--- config.mk ---
export PLATFORM = sky130hd
export DESIGN_NAME = nibble_add_seq_flat
export DESIGN_NICKNAME = d
export VERILOG_FILES = /design/src/rtl/nibble_add_seq_if.sv /design/src/rtl/nibble_add_seq.sv /design/src/flat_wrapper.sv
export SDC_FILE = /design/constraint.sdc
export NUM_CORES = 1
export LEC_CHECK = 0
export ABC_AREA = 1
export CORE_MARGIN = 2
export CORE_UTILIZATION = 47
export DETAILED_ROUTE_END_ITERATION = 10
export GPL_ROUTABILITY_DRIVEN = 0
export PLACE_DENSITY = 0.83
export SLEW_MARGIN = 20
export SYNTH_ARGS = -nofsm -noshare
export SYNTH_HDL_FRONTEND = slang
export SYNTH_SLANG_ARGS = --single-unit
--- constraint.sdc ---
create_clock -name clk -period 2.6 [get_ports clk]
set_clock_uncertainty 0.15 [all_clocks]
set_input_delay 0.52 -clock clk [delete_from_list [all_inputs] [get_ports clk]]
set_output_delay 0.52 -clock clk [all_outputs]
set_load 0.05 [all_outputs]
--- src/rtl/nibble_add_seq_if.sv ---
// Handshake/operand bundle for nibble_add_seq: the front end drives operands
// and start, the sequencer returns status and the committed result.
interface nibble_add_seq_if #(
    parameter int NIBBLES = 4
);
    localparam int W = 4 * NIBBLES;

    logic         start;
    logic         sub;
    logic         cin;
    logic [W-1:0] a;
    logic [W-1:0] b;
    logic         busy;
    logic         done;
    logic [W-1:0] sum;
    logic         cout;
    logic         overflow;

    modport master (
        output start, sub, cin, a, b,
        input  busy, done, sum, cout, overflow
    );

    modport slave (
        input  start, sub, cin, a, b,
        output busy, done, sum, cout, overflow
    );
endinterface

--- src/rtl/nibble_add_seq.sv ---
// W-bit add/subtract built by time-sharing one 4-bit ripple adder, one nibble
// per clock, LSB first, with the carry held in a register between nibbles.
module ripple_add4 (
    input  logic [3:0] a,
    input  logic [3:0] b,
    input  logic       cin,
    output logic [3:0] sum,
    output logic       cout
);
    assign {cout, sum} = {1'b0, a} + {1'b0, b} + {4'b0000, cin};
endmodule

module nibble_add_seq #(
    parameter int NIBBLES = 4
) (
    input  logic            clk,
    input  logic            rst,
    nibble_add_seq_if.slave bus
);
    localparam int W     = 4 * NIBBLES;
    localparam int IDX_W = (NIBBLES > 1) ? $clog2(NIBBLES) : 1;
    localparam logic [IDX_W-1:0] LAST_IDX = IDX_W'(NIBBLES - 1);

    typedef enum logic [1:0] {S_IDLE, S_RUN, S_DONE} state_t;

    state_t           state_q, state_d;
    logic [IDX_W-1:0] idx_q, idx_d;
    logic             carry_q, carry_d;
    logic [W-1:0]     a_q, a_d;
    logic [W-1:0]     b_q, b_d;
    logic [W-1:0]     acc_q, acc_d;
    logic [W-1:0]     sum_q, sum_d;
    logic             cout_q, cout_d;
    logic             ovf_q, ovf_d;
    logic             busy_q, busy_d;
    logic             done_q, done_d;

    logic [IDX_W+1:0] bit_lo;
    logic [3:0]       nib_a, nib_b, add_sum;
    logic             add_cout;
    logic [W-1:0]     acc_new;

    // Current nibble is selected by shifting, so one adder serves every slice.
    assign bit_lo = {idx_q, 2'b00};
    assign nib_a  = 4'(a_q >> bit_lo);
    assign nib_b  = 4'(b_q >> bit_lo);

    ripple_add4 u_add (
        .a   (nib_a),
        .b   (nib_b),
        .cin (carry_q),
        .sum (add_sum),
        .cout(add_cout)
    );

    assign acc_new = (acc_q & ~(W'(4'hF) << bit_lo)) | (W'(add_sum) << bit_lo);

    always_comb begin
        // NOTE: every _d gets a default first so no path through the case infers a latch.
        state_d = state_q;
        idx_d   = idx_q;
        carry_d = carry_q;
        a_d     = a_q;
        b_d     = b_q;
        acc_d   = acc_q;
        sum_d   = sum_q;
        cout_d  = cout_q;
        ovf_d   = ovf_q;
        busy_d  = 1'b0;
        done_d  = 1'b0;

        case (state_q)
            S_IDLE, S_DONE: begin
                if (bus.start) begin
                    a_d     = bus.a;
                    b_d     = bus.b ^ {W{bus.sub}};
                    carry_d = bus.cin ^ bus.sub;
                    idx_d   = '0;
                    acc_d   = '0;
                    state_d = S_RUN;
                    busy_d  = 1'b1;
                end else begin
                    state_d = S_IDLE;
                end
            end
            S_RUN: begin
                acc_d   = acc_new;
                carry_d = add_cout;
                if (idx_q == LAST_IDX) begin
                    // Result becomes visible only here, on entry to DONE.
                    state_d = S_DONE;
                    done_d  = 1'b1;
                    sum_d   = acc_new;
                    cout_d  = add_cout;
                    ovf_d   = (a_q[W-1] == b_q[W-1]) && (acc_new[W-1] != a_q[W-1]);
                end else begin
                    idx_d  = idx_q + IDX_W'(1);
                    busy_d = 1'b1;
                end
            end
            default: state_d = S_IDLE;
        endcase
    end

    always_ff @(posedge clk) begin
        // NOTE: state uses non-blocking assignments so every flop samples pre-edge values.
        if (rst) begin
            state_q <= S_IDLE;
            idx_q   <= '0;
            carry_q <= 1'b0;
            a_q     <= '0;
            b_q     <= '0;
            acc_q   <= '0;
            sum_q   <= '0;
            cout_q  <= 1'b0;
            ovf_q   <= 1'b0;
            busy_q  <= 1'b0;
            done_q  <= 1'b0;
        end else begin
            state_q <= state_d;
            idx_q   <= idx_d;
            carry_q <= carry_d;
            a_q     <= a_d;
            b_q     <= b_d;
            acc_q   <= acc_d;
            sum_q   <= sum_d;
            cout_q  <= cout_d;
            ovf_q   <= ovf_d;
            busy_q  <= busy_d;
            done_q  <= done_d;
        end
    end

    assign bus.busy     = busy_q;
    assign bus.done     = done_q;
    assign bus.sum      = sum_q;
    assign bus.cout     = cout_q;
    assign bus.overflow = ovf_q;
endmodule
--- src/flat_wrapper.sv ---
// flat-port wrapper written by rule: the top's interface ports become plain ports
module nibble_add_seq_flat 
#(
    parameter int NIBBLES = 4
)
  (clk, rst, bus_start, bus_sub, bus_cin, bus_a, bus_b, bus_busy, bus_done, bus_sum, bus_cout, bus_overflow);
  nibble_add_seq_if #(.NIBBLES(NIBBLES)) bus_i ();
  input  logic clk;
  input  logic rst;
  input wire logic [$bits(bus_i.start)-1:0] bus_start;
  input wire logic [$bits(bus_i.sub)-1:0] bus_sub;
  input wire logic [$bits(bus_i.cin)-1:0] bus_cin;
  input wire logic [$bits(bus_i.a)-1:0] bus_a;
  input wire logic [$bits(bus_i.b)-1:0] bus_b;
  output wire logic [$bits(bus_i.busy)-1:0] bus_busy;
  output wire logic [$bits(bus_i.done)-1:0] bus_done;
  output wire logic [$bits(bus_i.sum)-1:0] bus_sum;
  output wire logic [$bits(bus_i.cout)-1:0] bus_cout;
  output wire logic [$bits(bus_i.overflow)-1:0] bus_overflow;
  assign bus_i.start = bus_start;
  assign bus_i.sub = bus_sub;
  assign bus_i.cin = bus_cin;
  assign bus_i.a = bus_a;
  assign bus_i.b = bus_b;
  assign bus_busy = bus_i.busy;
  assign bus_done = bus_i.done;
  assign bus_sum = bus_i.sum;
  assign bus_cout = bus_i.cout;
  assign bus_overflow = bus_i.overflow;
  nibble_add_seq #(.NIBBLES(NIBBLES)) u_core (.clk(clk), .rst(rst), .bus(bus_i));
endmodule
# Word-level counts from Yosys, hierarchy flattened
# Cells that the tools add are included.
# W data, S select, Z words.
dict set report op_classes {
  add_sub_neg 3
  multipliers 0
  n_div 0
  n_lt_le_gt_ge 0
  n_eq_ne 8
  n_shift 4
  mux 14
  bitwise 6
  n_reduce_logical 9
}
# operator n
set op_table {}
lappend op_table {{$pmux W16 S2} 1}
lappend op_table {{$shr A16 B4 Y4} 2}
lappend op_table {{$and A16 B16 Y16} 1}
lappend op_table {{$mux W16} 1}
lappend op_table {{$not A16 Y16} 1}
lappend op_table {{$or A16 B16 Y16} 1}
lappend op_table {{$shl A4 B4 Y16} 1}
lappend op_table {{$shl A4 B4 Y16 const A} 1}
lappend op_table {{$xor A16 B16 Y16} 1}
lappend op_table {{$pmux W2 S2} 2}
lappend op_table {{$mux W2} 3}
lappend op_table {{$reduce_and A2 Y1} 3}
lappend op_table {{$add A4 B4 Y5} 1}
lappend op_table {{$add A5 B1 Y5} 1}
lappend op_table {{$mux W1} 5}
lappend op_table {{$eq A2 B2 Y1 const B} 2}
lappend op_table {{$ne A2 B2 Y1 const B} 2}
lappend op_table {{$pmux W1 S2} 2}
lappend op_table {{$reduce_or A2 Y1} 2}
lappend op_table {{$reduce_and A3 Y1} 1}
lappend op_table {{$add A2 B1 Y2 const B} 1}
lappend op_table {{$eq A2 B1 Y1 const B} 1}
lappend op_table {{$logic_not A2 Y1} 1}
lappend op_table {{$ne A2 B1 Y1 const B} 1}
lappend op_table {{other kinds (6)} 6}
dict set report word_totals {
  regBits 73
  latchBits 0
  ram_bits 0
  romBits 0
  input_bits 37
  out_inout_bits 20
  wordCells 55
  n_memories 0
}

# Logic depth before layout (Yosys ltp)
# Gate-level depths: netlist of the first run.
dict set report logic_depth {
  ltp_word 7
  ltp_mapped 14
  ltp_nobuf 12
}

# Hierarchy
# From an unflattened synthesis of the first run, not the netlist that was laid out.
dict set report unflattened {
  hier_cells 444
  hier_area_um2 3238.1
}
# mod instances cells_per_inst area_each_um2 seq_area_each_um2
set modules_own_cells {}
lappend modules_own_cells {nibble_add_seq 1 419 3072.9 1401.3}
lappend modules_own_cells {ripple_add4 1 25 165.2 0.0}

# Worst setup path before layout of the first run
# OpenSTA, ideal clock, no wires.
dict set report synth_timing {
  kind {register to register}
  start {register u_core.idx_q[0]}
  end {register u_core.acc_q[5]}
  arrival_time_ns 2.399
  required_ns 2.380
  path_slack_ns -0.019
  path_stages_with_launch 12
  path_cell_list {dfxtp_1 > inv_1 > clkbuf_1 > nor2_1 > o22ai_1 > fa_1 > fa_1 > nand2_1 > nor2_1 > a21oi_1 > or2_2 > a21oi_1}
}
dict set report synth_via {
  elab_chain_cells 6
  elab_cells_between_ends 10
}
# item line
set synth_rtl {}
lappend synth_rtl {{start, declared} nibble_add_seq.sv:27} ;# logic [IDX_W-1:0] idx_q, idx_d;
lappend synth_rtl {{start signal, assigned} nibble_add_seq.sv:121} ;# idx_q <= idx_d;
lappend synth_rtl {{$shr A16 B4 Y4, on equally long branches} {nibble_add_seq.sv:45, nibble_add_seq.sv:46}}
lappend synth_rtl {{$add A4 B4 Y5} nibble_add_seq.sv:10} ;# assign {cout, sum} = {1'b0, a} + {1'b0, b} + {4'b0000, cin};
lappend synth_rtl {{$add A5 B1 Y5} nibble_add_seq.sv:10}
lappend synth_rtl {{$shl A4 B4 Y16} nibble_add_seq.sv:56} ;# assign acc_new = (acc_q & ~(W'(4'hF) << bit_lo)) | (W'(add_sum) << bit_lo);
lappend synth_rtl {{$or A16 B16 Y16 (*)} nibble_add_seq.sv:56}
lappend synth_rtl {{$pmux W16 S2 (*)} nibble_add_seq.sv:72} ;# case (state_q)
lappend synth_rtl {{end signal, assigned} nibble_add_seq.sv:113} ;# acc_q <= '0;
lappend synth_rtl {{end signal, assigned} nibble_add_seq.sv:125} ;# acc_q <= acc_d;
lappend synth_rtl {{end, declared} nibble_add_seq.sv:31} ;# logic [W-1:0] acc_q, acc_d;
# Mark *: on every way between the ends. The rest lies on a longest branch, timed or not.
# A chain may end at the register's enable or synchronous reset.

# Final worst setup path of the first run
dict set report layout_timing {
  start {register u_core.idx_q[0]}
  end {register u_core.acc_q[2]}
}
# Same word-level chain as after synthesis.

==> results.json, run 1 <==
{
  "leakagePower_nw": 1.65,
  "die_h_um": 86.2,
  "status": "finished, final reports clean",
  "nFillCells": 556,
  "seq_area_frac_synth": 0.442,
  "path_class": "reg -> reg",
  "drive_gt1_frac": 0.122,
  "synth_compound_area_frac": 0.185,
  "postRouteAntennaNets": 0,
  "fin_crit_ns": 2.53,
  "synth_xor_area_frac": 0.0469,
  "placed_cells": 542,
  "ff2ff_path_depth": 10,
  "start_kind": "flop",
  "track_usage": 0.209,
  "syn_to_final_growth_pct": 28.4,
  "ys.warnings.count": 0,
  "antenna_cells": 0,
  "r2r_end": "u_core.acc_q[2]",
  "synth_top_area_cell": "dfxtp_1",
  "floorplan.initialDensity": 0.494,
  "synth.distinct_cells": 26,
  "syn_inst": 419,
  "maxCapViolCount": 0,
  "syn_area_per_cell_um2": 7.57,
  "cts_tree": "done",
  "clock_latency_ns": 0.35,
  "die-width_um": 86.2,
  "finalHoldViolCount": 0,
  "cp.arrival_ns": 2.61,
  "ys_ff_latch": 70,
  "critical_path.endpoint_type": "flop",
  "grt_max_degree": 52,
  "synthSimpleGateAreaFrac": 0.215,
  "dieArea_mm2": 0.00742,
  "maxSlewHeadroom": 0.663,
  "htreeDepth": 3,
  "clock-sinks": 70,
  "period_share": 0.972,
  "io_buffers": 56,
  "first_global_vias": 2838,
  "via_per_inst": 5.24,
  "reg2reg_setup_slack_ns": 0.07,
  "finalSetupViolations": 0,
  "vias": 2928,
  "synth_nets": 465,
  "max_freq_ghz": 0.396,
  "num_rows": 29,
  "synth_area_mm2": 0.00317,
  "drt_iter0_drc": 212,
  "ios": 57,
  "synthTopCellsByArea": "dfxtp_1 44%, o21ai_0 8.8%, nand2_1 7.6%, nor2_1 7.6%, a21oi_1 6.0%",
  "slew_violations": 0,
  "place.detailed.hpwl_um": 5400,
  "hp-class": "reg -> reg",
  "synth.mux.area_fraction": 0,
  "tightest_slew_ns": 0.504,
  "clock_path_buffers": 2,
  "synth_top_family_by_area": "simple AND/OR/NAND/NOR gates",
  "coreArea_mm2": 0.00642,
  "drcViolationCount": 0,
  "pwr_density_cell_mw_per_mm2": 611,
  "cts_made_buffers": 9,
  "critPathCapture": "u_core.acc_q[2]",
  "yosysTopAreaCellShare": 0.442,
  "grt_setup_unrepaired": "yes",
  "required_ns": 2.68,
  "antenna_found_initial": 0,
  "crit_start": "u_core.idx_q[0]",
  "r2r-start": "u_core.idx_q[0]",
  "clkTransAtPathRegs_ns": 0.07,
  "drt-total-wl_um": 7430,
  "routedWlPerCell_um": 13.3,
  "cts-root-buf": "clkbuf_8",
  "firstDrtPassIters": 4,
  "nets": 523,
  "grt-ovfl-total": 0,
  "stdcell_count": 559,
  "peakVddDrop_uv": 424,
  "yosys.area_share.adder": 0.0402,
  "utilization": 0.634,
  "grt_pass1_wl_um": 12300,
  "cp_max_fo": 13
}
-- worst min path at each step --
| stage | start | end | cells past startpoint |
|---|---|---|---|
| 2_1_floorplan | u_core.acc_q[10] | u_core.acc_q[10] | 2 |
| 6_report | u_core.bus.sum[3] | u_core.bus.sum[3] | 2 |
| 4_1_cts | u_core.acc_q[3] | u_core.acc_q[3] | 2 |
| 3_5_place_dp | u_core.acc_q[3] | u_core.acc_q[3] | 2 |
| 5_1_grt | u_core.acc_q[2] | u_core.acc_q[2] | 2 |
| 3_3_place_gp | u_core.acc_q[10] | u_core.acc_q[10] | 2 |
-- layout by cell type (no fill, tap or decap), types with 2 or more instances in the layout --
| cell type | instances |
|---|---|
| o21ai_1 | 7 |
| clkbuf_8 | 12 |
| nor2_8 | 2 |
| clkinv_2 | 4 |
| inv_1 | 18 |
| nand2_2 | 2 |
| o21ai_0 | 52 |
| nand3_1 | 20 |
| a21oi_1 | 35 |
| nor2_1 | 62 |
| nand2_1 | 63 |
| nor2_2 | 2 |
| dfxtp_1 | 68 |
| nand4_1 | 3 |
| ha_1 | 7 |
| or2_2 | 3 |
| buf_4 | 18 |
| xnor2_1 | 16 |
| o22ai_1 | 13 |
| inv_2 | 4 |
| clkdlybuf4s50_1 | 56 |
| a21oi_2 | 3 |
-- metal layers --
layer | wire [um] | vias to the layer above | global-route usage
met3 | 360 | 20 | 0.0433
li1 | - | 1502 | -
met5 | 0 | - | 0
met2 | 3630 | 80 | 0.354
met4 | 219 | 0 | 0.128
met1 | 3230 | 1326 | 0.241
-- cells by family (layout without fill, tap and decap cells) --
family,Yosys count,count (layout)
AO/OA/AOI/OAI,113,113
flip-flops,70,70
XOR/XNOR,17,17
buffers and inverters,51,114
AND/OR/NAND/NOR,159,159
adder cells (fa/ha/maj),9,9
-- through the flow --
step	setup WS, ns	area (um2)	hold WS (ns)	power, mW	TNS [ns]
2_1_floorplan	0.0354	3180	0.294	1.51	0
3_3_place_gp	0.167	3830	0.302	1.66	0
3_5_place_dp	0.0844	3830	0.308	1.68	0
4_1_cts	0.0493	4020	0.320	2.48	0
5_1_grt	-0.0356	4070	0.342	2.61	-0.176
6_report	0.0738	4070	0.317	2.49	0
-- state kept, by name, indices dropped and copies added (netlist names), 2 cells and up --
signal,cells
u_core.a_q,16
u_core.acc_q,13
u_core.b_q,16
u_core.bus.sum,16
u_core.idx_q,2
u_core.state_q,2
-- synthesized netlist by cell type --
master and count:
a21oi_1 38, inv_1 20, o21ai_0 56, fa_1 2, ha_1 7, nor2_8 2, nand2_2 1, nand3_1 20
o22ai_1 14, a2bb2oi_1 1, nor2_4 1, inv_2 2, xnor2_1 16, nand4_1 3, buf_6 1, o21ai_1 4
inv_4 1, nor2_1 64, buf_4 4, dfxtp_1 70, xor2_1 1, or2_2 4, buf_2 8, buf_1 1
nand2_1 64, clkbuf_1 14
-- power breakdown --
group	internal (mW)	total (mW)	leakage, nW	switching, mW
Clock	0.417	0.809	0.102	0.391
Combinational	0.219	0.510	0.973	0.290
Sequential	1.13	1.17	0.574	0.0399
-- what timing repair did --
item	in CTS	in global routing
hold buffers	0	0
resized for setup	0	21
setup endpoints to repair	0	11
setup buffers	0	1
-- worst max-delay path, cell delays in order (launching register included) --
cell and delay [ns]:
dfxtp_2 0.34, buf_8 0.15, o21ai_4 0.14, o22ai_2 0.10, fa_2 0.42, fa_1 0.45, or2_2 0.32, nand3_1 0.10
o22ai_1 0.09, nand2_1 0.07, a21oi_1 0.06
-- area by class of cell --
| cell class | instances | area [um2] | share of cell area |
|---|---|---|---|
| Multi-Input combinational cell | 298 | 1590 | 0.389 |
| Clock inverter | 4 | 20.0 | 0.00491 |
| Tap cell | 77 | 96.3 | 0.0236 |
| Timing Repair Buffer | 75 | 711 | 0.174 |
| Clock buffer | 12 | 165 | 0.0405 |
| Inverter | 23 | 88.8 | 0.0218 |
| Sequential cell | 70 | 1410 | 0.345 |
No activity file was read; power rests on OpenSTA's default activity.
==> run 2: changes to the inputs <==
- GPL_ROUTABILITY_DRIVEN: 0 -> unset
==> run 2 against run 1 <==
Against the previous run: routed wire length decreased by 2.5%; non-clock buffer count decreased by 1; clock power grew 20%; cell area shrank 0.12%; combinational power fell by 2%; critical endpoint is now u_core.acc_q[5]; highest routed layer unchanged.
==> results.json, run 2 (synthesis results as in run 1) <==
{
  "period_share": 0.956,
  "start_kind": "flop",
  "maxCapViolCount": 0,
  "clock_latency_ns": 0.35,
  "finalHoldViolCount": 0,
  "drive_gt1_frac": 0.110,
  "nets": 522,
  "num_rows": 29,
  "combPwrFrac": 0.189,
  "cp_slowest_cell": "fa_1",
  "total_power_mw": 2.64,
  "peakVddDrop_uv": 374,
  "via_per_inst": 5.32,
  "post_cts_resized": 0,
  "slowest_delay_ns": 0.51,
  "placed_cells": 542,
  "clock_path_buffers": 2,
  "cts_made_buffers": 9,
  "floorplan.initialDensity": 0.494,
  "multi_input_area_mm2": 0.00156,
  "antenna_cells": 0,
  "io_buffers": 56,
  "cp_max_fo": 7,
  "required_ns": 2.74,
  "path_class": "reg -> reg",
  "first_global_vias": 2787,
  "hp-class": "reg -> reg",
  "clkTransAtPathRegs_ns": 0.07,
  "pwr_density_cell_mw_per_mm2": 648,
  "final_common_cell": "dfxtp_1",
  "seq_power_share": 0.443,
  "finalSetupViolations": 0,
  "cts_setup_buffers": 0,
  "drt_iter0_drc": 214,
  "path_common_cell": "a21oi_1",
  "syn_to_final_growth_pct": 28.2,
  "nFillCells": 569,
  "vias": 2966,
  "fin_crit_ns": 2.48,
  "htreeDepth": 3,
  "power_frac_clock": 0.368,
  "drcViolationCount": 0,
  "regArea_mm2": 0.00140,
  "final_cell_mix": "68 x dfxtp_1, 64 x nor2_1, 64 x nand2_1, 56 x clkdlybuf4s50_1, 54 x o21ai_0",
  "tightest_slew_ns": 0.505,
  "routedWlPerCell_um": 13.0,
  "max_freq_ghz": 0.402,
  "grt-ovfl-total": 0,
  "cellInternalPower_mw": 1.91,
  "grt_pass1_wl_um": 12300,
  "reg2reg_setup_slack_ns": 0.12,
  "place.detailed.hpwl_um": 5290,
  "dieArea_mm2": 0.00742,
  "maxSlewHeadroom": 0.662,
  "status": "finished, final reports clean",
  "firstDrtPassIters": 5,
  "stdcell_count": 558,
  "gp_congestion": 0.879,
  "grt_max_degree": 52,
  "postRouteAntennaNets": 0,
  "cts-root-buf": "clkbuf_8",
  "p_sw_frac": 0.276,
  "slew_violations": 0,
  "leakagePower_nw": 1.65,
  "cts_tree": "done",
  "antenna_found_initial": 0,
  "path_cells": "buf_4 -> o21ai_1 -> o22ai_1 -> fa_2 -> fa_1 -> nand2_1 -> nor2_1 -> a21oi_1 -> or2_2 -> a21oi_1",
  "die_h_um": 86.2,
  "die-width_um": 86.2,
  "critical_path.endpoint_type": "flop",
  "ios": 57,
  "drt-total-wl_um": 7250,
  "cp.arrival_ns": 2.62,
  "ctsHoldBuffers": 0,
  "track_usage": 0.210,
  "coreArea_mm2": 0.00642,
  "p_sw_uw": 728,
  "utilization": 0.634,
  "clock-sinks": 70
}
==> run 2: changes by cell type in the layout (fill, tap and decap cells not counted), sizes merged <==
cell,delta
buf,-1
bufinv,+2
clkbuf,-2
clkinv,-2
clkinvlp,+2
==> run 2: area by class of cell <==
type                       instances  share of cell area
multi-input combinational        298               0.384
sequential                        70               0.345
timing repair buffer              74               0.171
clock buffer                      10              0.0338
tap                               77              0.0237
inverter                          23              0.0218
clock inverter                     6              0.0209
==> run 2: worst max-delay path, delay by kind of cell (launching register included) <==
kind / cells / cell delay (ns)
adder cells (fa/ha/maj): 2 / 0.88
AO/OA/AOI/OAI: 4 / 0.44
flip-flops: 1 / 0.34
AND/OR/NAND/NOR: 3 / 0.44
buffers and inverters: 1 / 0.16
==> run 2: path summary, 6_finish.rpt <==
check / cells past startpoint / from / end
worst max register to register: 10 / u_core.idx_q[0] / u_core.acc_q[5]
worst min register to register: 2 / u_core.bus.sum[11] / u_core.bus.sum[11]
worst max-delay path: 10 / u_core.idx_q[0] / u_core.acc_q[5]
worst min-delay path: 2 / u_core.bus.sum[11] / u_core.bus.sum[11]
==> run 2: power by group through the flow <==
stage / registers [mW] / clock network, mW / logic [mW]
global route: 1.17 / 1.03 / 0.556
floorplan: 1.19 / 0 / 0.321
global placement: 1.19 / 0 / 0.471
CTS: 1.17 / 0.981 / 0.487
detailed placement: 1.19 / 0 / 0.485
finish: 1.17 / 0.970 / 0.499
==> run 2: per-layer routing <==
layer / track usage / up-vias / wire (um)
li1: - / 1495 / -
met3: 0.0645 / 14 / 410
met5: 0 / - / 0
met2: 0.350 / 102 / 3540
met4: 0.0866 / 0 / 123
met1: 0.252 / 1355 / 3170
==> run 2: metrics by stage <==
step                instance area (um2)  TNS [ns]  setup slack, ns  hold slack [ns]
finish                             4070         0            0.115            0.318
global route                       4070  -0.00553         -0.00553            0.340
CTS                                4050         0           0.0316            0.317
detailed placement                 3830         0           0.0734            0.305
global placement                   3830         0            0.142            0.302
floorplan                          3180         0           0.0354            0.294
==> run 3: changes to the inputs <==
- CORE_ASPECT_RATIO: unset -> 0.7
- CTS_CLUSTER_DIAMETER: unset -> 40
==> run 3 against run 2 <==
Against the previous run: sequential power about the same; combinational power down 3%; non-clock buffer count down 3; critical path type unchanged; critical endpoint unchanged; largest cell class unchanged; highest routed layer unchanged.
==> results.json, run 3 (synthesis results as in run 1) <==
{
  "leakagePower_nw": 1.61,
  "fin_setup_tns_ns": 0,
  "floorplan.initialDensity": 0.478,
  "htreeDepth": 3,
  "die_h_um": 72.7,
  "grt-ovfl-total": 0,
  "regArea_mm2": 0.00141,
  "worst_hold_path.num_cells": 2,
  "clock_path_buffers": 2,
  "place.detailed.hpwl_um": 5510,
  "final_common_cell": "dfxtp_1",
  "cp_max_fo": 8,
  "first_global_vias": 2621,
  "reg2reg_setup_slack_ns": 0.09,
  "maxSlewHeadroom": 0.661,
  "period_share": 0.965,
  "cts-root-buf": "clkbuf_8",
  "wl_met3_um": 483,
  "finalSetupViolations": 0,
  "dp_slack_ns": -0.0297,
  "num_rows": 25,
  "nets": 519,
  "utilization": 0.605,
  "antenna_cells": 0,
  "grt_setup_unrepaired": "yes",
  "drt-total-wl_um": 7510,
  "drcViolationCount": 0,
  "cts_made_buffers": 9,
  "drive_gt1_frac": 0.0943,
  "drt_iter0_drc": 173,
  "tightest_slew_ns": 0.507,
  "io_buffers": 56,
  "grt_max_degree": 34,
  "path_class": "reg -> reg",
  "maxCapViolCount": 0,
  "coreArea_mm2": 0.00663,
  "ios": 57,
  "firstDrtPassIters": 4,
  "required_ns": 2.73,
  "hold_start": "u_core.acc_q[9]",
  "cts_tree": "done",
  "routedWlPerCell_um": 13.2,
  "setup_ws_ns": 0.0899,
  "slowest_delay_ns": 0.53,
  "die-width_um": 102,
  "multi_input_area_mm2": 0.00155,
  "path_cells": "inv_1 -> nor2_1 -> o22ai_1 -> fa_2 -> fa_1 -> nand2_1 -> nor2_1 -> a21oi_1 -> or2_2 -> a21oi_1",
  "wl_met1_um": 3640,
  "via_per_inst": 5.11,
  "nFillCells": 595,
  "antenna_found_initial": 0,
  "cp_slowest_cell": "fa_1",
  "final_cell_mix": "68 x dfxtp_1, 64 x nor2_1, 64 x nand2_1, 56 x clkdlybuf4s50_1, 52 x o21ai_0",
  "grt_pass1_wl_um": 12300,
  "ff2ff_path_depth": 10,
  "clock_latency_ns": 0.35,
  "status": "finished, final reports clean",
  "max_freq_ghz": 0.398,
  "postRouteAntennaNets": 0,
  "syn_to_final_growth_pct": 26.5,
  "min_to": "u_core.acc_q[9]",
  "start_kind": "flop",
  "r2r-start": "u_core.idx_q[0]",
  "ctsHoldBuffers": 0,
  "gp_congestion": 0.987,
  "wl_met2_um": 3310,
  "track_usage": 0.214,
  "finalHoldViolCount": 0,
  "peakVddDrop_uv": 307,
  "cp.arrival_ns": 2.64,
  "critical_path.endpoint_type": "flop",
  "hold_ws_ns": 0.318,
  "pwr_density_cell_mw_per_mm2": 607,
  "r2r_end": "u_core.acc_q[5]",
  "dieArea_mm2": 0.00743,
  "hp-class": "reg -> reg",
  "fin_crit_ns": 2.51,
  "route.top_layer_used": "met4",
  "vias": 2916,
  "slew_violations": 0,
  "clkTransAtPathRegs_ns": 0.07,
  "clock-sinks": 70
}
-- run 3: cell types whose count changed in the layout (fill, tap and decap cells not counted), sizes merged --
cell	before	now
bufinv	2	0
clkinv	2	1
buf	18	15
clkbuf	10	12
-- run 3: critical path, delay by kind of cell (launching register included) --
family	cells	cell delay [ns]
DFF	1	0.38
and+or+nand+nor	4	0.58
buffers and inverters	1	0.11
adders and majority gates	2	0.90
AOI/OAI and AO/OA	3	0.32
-- run 3: metal layers --
metal	global-route usage	vias to the layer above
met3	0.0613	10
met1	0.290	1327
met2	0.325	89
met4	0.0830	0
met5	0	-
li1	-	1490
-- run 3: final cells by class --
cell class / instances / area share
multi-input cells: 298 / 0.387
flip-flops and latches: 70 / 0.350
repair buffers: 71 / 0.168
clock buffers: 12 / 0.0387
well taps: 94 / 0.0293
inverters: 23 / 0.0221
clock inverters: 3 / 0.00499
-- run 3: power breakdown --
part	total [mW]	internal [mW]	switching, mW	leakage [nW]
Sequential	1.17	1.13	0.0396	0.574
Clock	0.780	0.391	0.389	0.0845
Combinational	0.484	0.207	0.278	0.948
-- run 3: worst max path at each step --
stage,start,endpoint,slack [ns],cells past startpoint
6_report,u_core.idx_q[0],u_core.acc_q[5],0.09,10
5_1_grt,u_core.idx_q[0],u_core.acc_q[5],-0.09,10
4_1_cts,u_core.idx_q[1],u_core.acc_q[5],0.02,10
3_5_place_dp,u_core.idx_q[0],u_core.acc_q[5],-0.03,10
3_3_place_gp,u_core.idx_q[0],u_core.acc_q[5],0.11,10
2_1_floorplan,u_core.idx_q[1],u_core.acc_q[5],0.04,12
-- run 3: what timing repair did --
action / in CTS / in global routing
setup endpoints to repair: 2 / 13
buffers inserted: 0 / 1
resized for setup: 1 / 8
-- run 3: through the flow --
step / total power [mW] / instance area, um2 / instances
2_1_floorplan: 1.51 / 3180 / 419
3_3_place_gp: 1.65 / 3820 / 555
3_5_place_dp: 1.67 / 3820 / 555
4_1_cts: 2.43 / 4000 / 570
5_1_grt: 2.55 / 4010 / 571
6_report: 2.44 / 4010 / 571
